==> config.mk <==
export PLATFORM = sky130hd
export DESIGN_NAME = tnoc_fifo_write_arbiter
export DESIGN_NICKNAME = d
export VERILOG_FILES = /design/src/rtl/tnoc_fifo_write_arbiter_pkg.sv /design/src/rtl/tnoc_round_robin_selector.sv /design/src/rtl/tnoc_fifo_write_arbiter.sv
export SDC_FILE = /design/constraint.sdc
export NUM_CORES = 1
export LEC_CHECK = 0
export ABC_AREA = 1
export CORE_MARGIN = 8
export CORE_UTILIZATION = 39
export DETAILED_ROUTE_END_ITERATION = 10
export PLACE_DENSITY = 0.77
export SLEW_MARGIN = 25
export SYNTH_ARGS = -nofsm -noshare
export SYNTH_HDL_FRONTEND = slang
export SYNTH_SLANG_ARGS = --single-unit
==> constraint.sdc <==
create_clock -name clk -period 2.65 [get_ports clk]
set_clock_uncertainty 0.15 [all_clocks]
set_input_delay 0.3975 -clock clk [delete_from_list [all_inputs] [get_ports clk]]
set_output_delay 0.3975 -clock clk [all_outputs]
set_load 0.02 [all_outputs]
==> src/rtl/tnoc_fifo_write_arbiter_pkg.sv <==
// Shared types and helpers for the tnoc FIFO write arbiter.
// Holds the arbiter state encoding and the round-robin pointer arithmetic
// used by both the top level and the reusable selector.
package tnoc_fifo_write_arbiter_pkg;

    // Arbiter state: IDLE picks a new owner, LOCKED keeps the owner to the tail flit.
    typedef enum logic {
        IDLE   = 1'b0,
        LOCKED = 1'b1
    } state_t;

    // Width of a pointer/index that can address all requesters (at least one bit).
    function automatic int pointer_width(input int requesters);
        return (requesters > 1) ? $clog2(requesters) : 1;
    endfunction

    // Pointer position following 'current', wrapping back to 0 after the last requester.
    function automatic int next_pointer(input int current, input int requesters);
        if (current + 1 >= requesters) begin
            return 0;
        end
        return current + 1;
    endfunction

endpackage

==> src/rtl/tnoc_round_robin_selector.sv <==
// Combinational round-robin selector.
// Searches i_request starting at i_pointer and moving upward with wrap; the first
// requester found gets a one-hot o_grant bit and its position on o_index.
// No request gives o_grant = 0 and o_index = 0.
module tnoc_round_robin_selector
    import tnoc_fifo_write_arbiter_pkg::*;
#(
    parameter int REQUESTERS = 4,
    parameter int PW         = pointer_width(REQUESTERS)
) (
    input  logic [REQUESTERS-1:0] i_request,
    input  logic [PW-1:0]         i_pointer,
    output logic [REQUESTERS-1:0] o_grant,
    output logic [PW-1:0]         o_index
);

    logic found;

    // Requester position 'offset' steps above the pointer, wrapped into range.
    function automatic logic [PW-1:0] candidate(input logic [PW-1:0] pointer, input int offset);
        int sum;
        sum = int'(pointer) + offset;
        if (sum >= REQUESTERS) begin
            sum = sum - REQUESTERS;
        end
        return PW'(sum);
    endfunction

    // Pick the first active request at or above the pointer, wrapping around.
    always_comb begin
        // NOTE: every output gets a default before the search so no path leaves it unassigned (no latch).
        o_grant = '0;
        o_index = '0;
        found   = 1'b0;
        for (int offset = 0; offset < REQUESTERS; offset++) begin
            if (!found && i_request[candidate(i_pointer, offset)]) begin
                found                                = 1'b1;
                o_index                              = candidate(i_pointer, offset);
                o_grant[candidate(i_pointer, offset)] = 1'b1;
            end
        end
    end

endmodule

==> src/rtl/tnoc_fifo_write_arbiter.sv <==
// tnoc FIFO write arbiter.
// Shares one FIFO push port among REQUESTERS packet sources with round-robin
// arbitration and packet lock: the winner of a packet head owns the FIFO until
// its tail flit (i_last) is pushed, so packets stay contiguous in the FIFO.
// Grant is combinational (zero latency); FIFO full and i_clear gate o_ready.
// Optional build macro TNOC_FIFO_WRITE_ARBITER_ALMOST_FULL_STALL_EN: when defined,
// no new packet is started while i_fifo_almost_full is high; packets already
// in progress continue until the FIFO is actually full.
module tnoc_fifo_write_arbiter
    import tnoc_fifo_write_arbiter_pkg::*;
#(
    parameter int REQUESTERS = 4,
    parameter int WIDTH      = 8
) (
    input  logic                        clk,
    input  logic                        rst_n,
    input  logic                        i_clear,
    input  logic [REQUESTERS-1:0]       i_valid,
    input  logic [REQUESTERS-1:0]       i_last,
    input  logic [REQUESTERS*WIDTH-1:0] i_data,
    output logic [REQUESTERS-1:0]       o_ready,
    output logic [REQUESTERS-1:0]       o_grant,
    output logic                        o_busy,
    output logic                        o_fifo_push,
    output logic [WIDTH-1:0]            o_fifo_data,
    input  logic                        i_fifo_full,
    input  logic                        i_fifo_almost_full
);

    localparam int PW = pointer_width(REQUESTERS);

    state_t                  state;
    logic [PW-1:0]           pointer;
    logic [PW-1:0]           owner;

    logic [REQUESTERS-1:0]   sel_grant;
    logic [PW-1:0]           sel_index;
    logic [REQUESTERS-1:0]   grant;
    logic [PW-1:0]           index;
    logic [REQUESTERS-1:0]   ready;
    logic                    any_grant;
    logic                    accept;
    logic                    accept_last;
    logic                    new_packet_stall;
    logic [WIDTH-1:0]        slices [REQUESTERS];

`ifdef TNOC_FIFO_WRITE_ARBITER_ALMOST_FULL_STALL_EN
    // Hold off new packet heads while the FIFO is nearly full.
    assign new_packet_stall = i_fifo_almost_full;
`else
    logic unused_almost_full;

    // Almost-full plays no part in this build.
    assign new_packet_stall   = 1'b0;
    assign unused_almost_full = i_fifo_almost_full;
`endif

    tnoc_round_robin_selector #(
        .REQUESTERS (REQUESTERS),
        .PW         (PW)
    ) u_selector (
        .i_request (i_valid),
        .i_pointer (pointer),
        .o_grant   (sel_grant),
        .o_index   (sel_index)
    );

    // Split the flat data bus into per-source flits for the mux.
    for (genvar g = 0; g < REQUESTERS; g++) begin : g_slice
        assign slices[g] = i_data[g*WIDTH +: WIDTH];
    end

    // Current owner: the locked source, or the selector's pick when idle.
    // Held at zero while reset is asserted so all outputs drop immediately.
    always_comb begin
        grant = '0;
        index = '0;
        if (rst_n) begin
            if (state == LOCKED) begin
                grant[owner] = 1'b1;
                index        = owner;
            end else if (!new_packet_stall) begin
                grant = sel_grant;
                index = sel_index;
            end
        end
    end

    assign any_grant   = |grant;
    assign ready       = grant & {REQUESTERS{~i_fifo_full & ~i_clear}};
    assign accept      = |(i_valid & ready);
    assign accept_last = i_last[index];

    assign o_grant     = grant;
    assign o_ready     = ready;
    assign o_fifo_push = accept;
    assign o_fifo_data = any_grant ? slices[index] : '0;
    assign o_busy      = (state == LOCKED);

    // Arbitration FSM: packet lock, owner tracking and round-robin pointer update.
    always_ff @(posedge clk or negedge rst_n) begin
        if (!rst_n) begin
            state   <= IDLE;
            pointer <= '0;
            owner   <= '0;
        end else if (i_clear) begin
            state   <= IDLE;
            pointer <= '0;
        end else begin
            // NOTE: state registers use non-blocking assignment so every update sees pre-edge values.
            case (state)
                IDLE: begin
                    if (accept) begin
                        if (accept_last) begin
                            pointer <= PW'(next_pointer(int'(index), REQUESTERS));
                        end else begin
                            state <= LOCKED;
                            owner <= index;
                        end
                    end
                end
                LOCKED: begin
                    if (accept && accept_last) begin
                        state   <= IDLE;
                        pointer <= PW'(next_pointer(int'(owner), REQUESTERS));
                    end
                end
                default: begin
                    state <= IDLE;
                end
            endcase
        end
    end

endmodule
Word-level counts from Yosys, hierarchy flattened
Index checks and enable logic that the tools add are counted.

cells by class
  mux-type cells = 68
  $add $sub $neg = 9
  bitwise gates (word level) = 11
  reduce and logical (&&, ||, !) cells = 16
  magnitude comparators = 22
  eq/ne operators = 3

operator list
  operator                                                    number
  2-to-1 mux 2 bit                                            20
  less-than comparator 2 x 3 -> 1 bit, second input constant  10
  2-to-1 mux 1 bit                                            26
  2-to-1 mux 4 bit                                            6
  2-to-1 mux 8 bit                                            3
  >= comparator 3 bit, second input constant                  6
  binary-select mux 8 bit (select 2 bit)                      1
  OR 4 bit                                                    3
  binary-select mux 1 bit (select 2 bit)                      5
  demux 1 bit (select 2 bit)                                  5
  >= comparator 2 x 1 -> 1 bit, second input constant         5
  adder 2 x 1 -> 3 bit, second input constant                 3
  logical AND 1 bit                                           9
  AND 4 bit                                                   2
  OR reduction 4 bit                                          2
  subtractor 2 x 1 -> 2 bit, second input constant            4
  adder 2 x 2 -> 3 bit, second input constant                 2
  inequality test 3 bit, second input constant                2
  NOT 1 bit                                                   4
  case mux 2 bit (2 select lines)                             1
  AND reduction 4 bit                                         1
  >= comparator 2 x 3 -> 1 bit, second input constant         1
  logical NOT 1 bit                                           3
  inequality test 3 x 2 -> 1 bit, second input constant       1
  other kinds (4)                                             4

word-level totals
  bits in registers = 5
  word-level logic and storage cells = 132
  output and inout bits = 18

Longest topological paths before layout
Gate-level depths: netlist of the first run.

  word-level depth = 33
  gate-level depth with buffers = 20

Cells and area by module
From an unflattened synthesis of the first run, not the netlist that was laid out.

unflattened totals
  cells, all modules = 245
  area, all modules = 1465.2 µm²

modules (own cells, without submodules)
  module                     cells each  times used  sequential area each (µm²)  area each (µm²)
  tnoc_fifo_write_arbiter    163         1           125.1                       949.7
  tnoc_round_robin_selector  82          1           0.0                         515.5

Worst setup path after synthesis of the first run
OpenSTA, ideal clock, no wires.

  path type = register to output
  start = reg pointer[1]
  end = out o_fifo_data[5]
  stages on the path, launching flop included = 17
  arrival = 2.454 ns
  slack = -0.351 ns
  path buffers = 2
  data required time = 2.102 ns
  cell sequence = dfrtp_1 -> inv_1 -> ha_1 -> inv_1 -> nand3_1 -> nand2_1 -> nor2_8 -> nand2_2 -> nand2_1 -> nand3_2 -> nand2_4 -> buf_12 -> buf_12 -> nand2_2 -> nand3_1 -> nand2_1 -> a31oi_1

between the ends
  cells in the longest elaborated chain, start to end = 21
  elaborated cells on any way between the ends = 77
  those cells by class = add/sub (7); order compare (12); mux (43); bitwise (4); reduce/logical (11)

RTL lines
  item                                                                           RTL line                        text
  start: declaration                                                             tnoc_fifo_write_arbiter.sv:33   logic [PW-1:0] pointer;
  start signal: assignment                                                       tnoc_fifo_write_arbiter.sv:115  pointer <= PW'(next_pointer(int'(index), REQUESTERS));
  start signal: assignment                                                       tnoc_fifo_write_arbiter.sv:125  pointer <= PW'(next_pointer(int'(owner), REQUESTERS));
  parallel branches: the longest is 20 deep, another holds adder 2 x 1 -> 3 bit  n/a
  2-to-1 mux 8 bit (*)                                                           tnoc_fifo_write_arbiter.sv:97   assign o_fifo_data = any_grant ? slices[index] : '0;
  end: declaration                                                               tnoc_fifo_write_arbiter.sv:25   output logic [WIDTH-1:0] o_fifo_data,

Mark *: on every way between the ends. The select of a mux whose other input is x is not followed.

Final worst setup path of the first run
  start = reg pointer[0]
  end = out o_fifo_data[0]

Same word-level chain as after synthesis.

==> impl_metrics.csv, run 1 <==
group,metric,value,unit
synthesis,synthCells,252,
global_routing,grt_first_pass_wirelength,9.40,mm
placement,gp_congestion,0.835,
critical_path,slowest_stage,"dfrtp_2",
floorplanning,die-area,6050,um^2
timing,fin_crit_sh,112,%
placement,numPortBuffers,61,
cts,cts_hold_buf,0,
cts,clk-insertion-delay-late,0.23,ns
timing,setup_ws,-0.317,ns
critical_path,cp.arrival,2.42,ns
critical_path,endpoint_kind,"primary output",
cts,numCtsBuffers,3,
floorplanning,core,3660,um^2
synthesis,avgSynthCellArea,5.91,um^2
cts,cts.sinks,5,
synthesis,synth_edf_count,0,
timing,rsz0062_at_grt,"true",
synthesis,syn-num-nets,310,
floorplanning,die_y,77.8,um
global_routing,antenna_found_initial,0,
global_routing,first_global_vias,2132,
critical_path,critPathRequiredTime,2.10,ns
floorplanning,io_pins,63,
synthesis,synth-seq-cells,5,
floorplanning,fp.dieW,77.8,um
timing,finalHoldViolations,0,
cts,path_clk_slew,0.04,ns
detailed_routing,wl,6.42,mm
cts,clockBufferDepth,2,
cts,h-tree-depth,1,
global_routing,grt_max_degree,18,
synthesis,synth_ff_type,"dfrtp_1",
detailed_routing,drt_iter0_markers,103,
cts,cts_root_buffer,"clkbuf_8",
critical_path,start_kind,"flop",
detailed_routing,post_drt_wl_per_cell,15.4,um
run_status,failed_checks,"negative setup slack",
detailed_routing,drtPass1Iterations,4,
critical_path,crit_fanout,5,
synthesis,yosys_warnings,0,
floorplanning,initial_utilization,40.7,%
pwr,irDropWorstVdd,0.419,mV
run_status,status,"finished, violations left",
critical_path,critPathMaxStageDelay,0.41,ns
finish,drive_gt1_share,47.0,%
synthesis,syn_area,1490,um^2
critical_path,path_class,"flop to primary output",
synthesis,ys_types,30,
timing,slew_headroom,83.8,%
floorplanning,rows,22,
synthesis,postSynth.asyncResetShare,100,%
pwr,p_total,1450,uW
timing,worst_pin_slew,0.242,ns
timing,max_freq,337,MHz
placement,hpwl,4.46,mm
timing,slew_violations,0,
cts,cts_tree,"done",
detailed_routing,via_per_inst,5.21,
finish,area_growth,104,%
pwr,cellPowerDensity,477,nW/um^2
synthesis,ys_seq_area_share,8.40,%
detailed_routing,num_vias,2179,
worst_hold_path,hold_class,"input pin to asynchronous set/reset pin",
flow_run,drv_cap,0,
critical_path,worstPathCellList,"inv_8 -> ha_4 -> nand3_2 -> nand2_4 -> buf_4 -> nand4_1 -> nand3_1 -> nand2_1 -> nand2_1 -> nand3_4 -> buf_4 -> a31oi_4 -> buf_6",
global_routing,overflow,0,
detailed_routing,antenna_left,0,
timing,min_period,2.97,ns
placement,place_area,2630,um^2
finish,n_antenna_cell,0,
detailed_routing,drc,0,
finish,stdcell_area,3040,um^2
pwr,p_leak,0.00147,uW
finish,final_nets,429,
global_routing,grt_use_total,18.2,%
timing,report.final.setup_viol,13,
## layout by cell type, fill, tap and decap left out, types with 8 or more instances in the layout
cell type,n
nand4_1,12
nand3_1,15
nand2_1,69
a31oi_4,8
inv_1,19
nand2_4,10
nor2_1,15
buf_6,18
buf_4,56
nand2_2,32
ha_1,12
clkdlybuf4s50_1,40
nand3_2,16
## cells in the mapped netlist (2+ instances only)
| cell type | number | area share, % |
|---|---|---|
| inv_2 | 2 | 0.50 |
| nor2_1 | 19 | 4.8 |
| nand3_1 | 31 | 10 |
| a31oi_1 | 8 | 3.4 |
| nand3_2 | 4 | 2.7 |
| nand2_4 | 5 | 3.8 |
| dfrtp_1 | 5 | 8.4 |
| a21oi_1 | 5 | 1.7 |
| ha_1 | 13 | 11 |
| inv_1 | 21 | 5.3 |
| nand4_1 | 12 | 5.0 |
| nand2_2 | 13 | 5.5 |
| buf_12 | 2 | 2.7 |
| nor2_2 | 2 | 0.84 |
| nand2_1 | 94 | 24 |
| buf_4 | 2 | 1.0 |
## worst max-delay path, delay by kind of cell (launching register included)
family	cells	cell delay, ns
AND/OR/NAND/NOR	7	0.77
AO/OA/AOI/OAI	1	0.18
adder cells (fa/ha/maj)	1	0.31
buffers and inverters	4	0.51
flip-flops	1	0.41
## routing by layer
metal	vias up	track usage [%]	part of all wire, %
li1	1063	-	-
met4	0	4.72	2.8
met2	86	35.3	54
met3	22	2.53	3.9
met1	1008	19.9	39
met5	-	0	0
## sequential cells by signal (all words and copies together) (netlist names)
signal and flops:
o_busy 1, owner 2, pointer 2
## power by group
| group | leakage, uW | total (uW) | switching (uW) | internal, uW |
|---|---|---|---|---|
| logic | 0.00138 | 1200 | 648 | 552 |
| clock network | 0.0000228 | 146 | 42.3 | 104 |
| registers | 0.0000674 | 102 | 14.6 | 87.0 |
| total | 0.00147 | 1450 | 705 | 743 |
## path summary, 6_finish.rpt
path                             from             end  slack (ns)  cells after the start
max                        pointer[0]  o_fifo_data[0]       -0.32                     13
min                             rst_n          o_busy        0.34                      2
max reg2reg                pointer[0]        owner[0]        0.08                     16
min reg2reg                    o_busy          o_busy        0.50                      2
max in group asynchronous       rst_n      pointer[0]        1.86                      2
min in group clk               o_busy          o_busy        0.50                      2
## cell type report
cell class	instances	area, um^2
fillers	227	623
repair inverters	1	8.76
clock buffers	4	45.0
repair buffers	120	1100
inverters	25	121
well taps	48	60.1
flip-flops and latches	5	126
multi-input cells	215	1580
## cell families after synthesis
family,Yosys count,share of synthesized area [%]
AO/OA/AOI/OAI,16,6.39
flip-flops,5,8.40
AND/OR/NAND/NOR,186,62.4
buffers and inverters,32,11.8
adder cells (fa/ha/maj),13,10.9
## timing repair
action / 4_1_cts / 5_1_grt
gates cloned: 1 / 1
endpoints found under the setup margin: 17 / 17
setup buffers: 4 / 8
resized for setup: 128 / 41
pin swaps: 29 / 10
## per-stage QoR
step / TNS [ns] / util, % / worst slack (ns) / hold WS [ns] / cells
finish: -3.01 / 83.0 / -0.317 / 0.343 / 418
CTS: -2.02 / 76.5 / -0.244 / 0.336 / 409
global placement: -12.14 / 71.8 / -0.849 / 0.462 / 400
floorplan: -0.135 / - / -0.0506 / -0.0481 / 252
detailed placement: -13.24 / 71.8 / -0.887 / 0.466 / 400
global route: -4.55 / 83.0 / -0.388 / 0.367 / 418
(Power assumes the default switching activity.)
==> run 2, diff against run 1 <==
--- a/config.mk
+++ b/config.mk
@@ -6,6 +6,7 @@
 export NUM_CORES = 1
 export LEC_CHECK = 0
 export ABC_AREA = 1
+export CAP_MARGIN = 20
 export CORE_MARGIN = 8
 export CORE_UTILIZATION = 39
 export DETAILED_ROUTE_END_ITERATION = 10
==> results of run 2 <==
The final DEF is identical to that of run 1; final timing and power are the same.
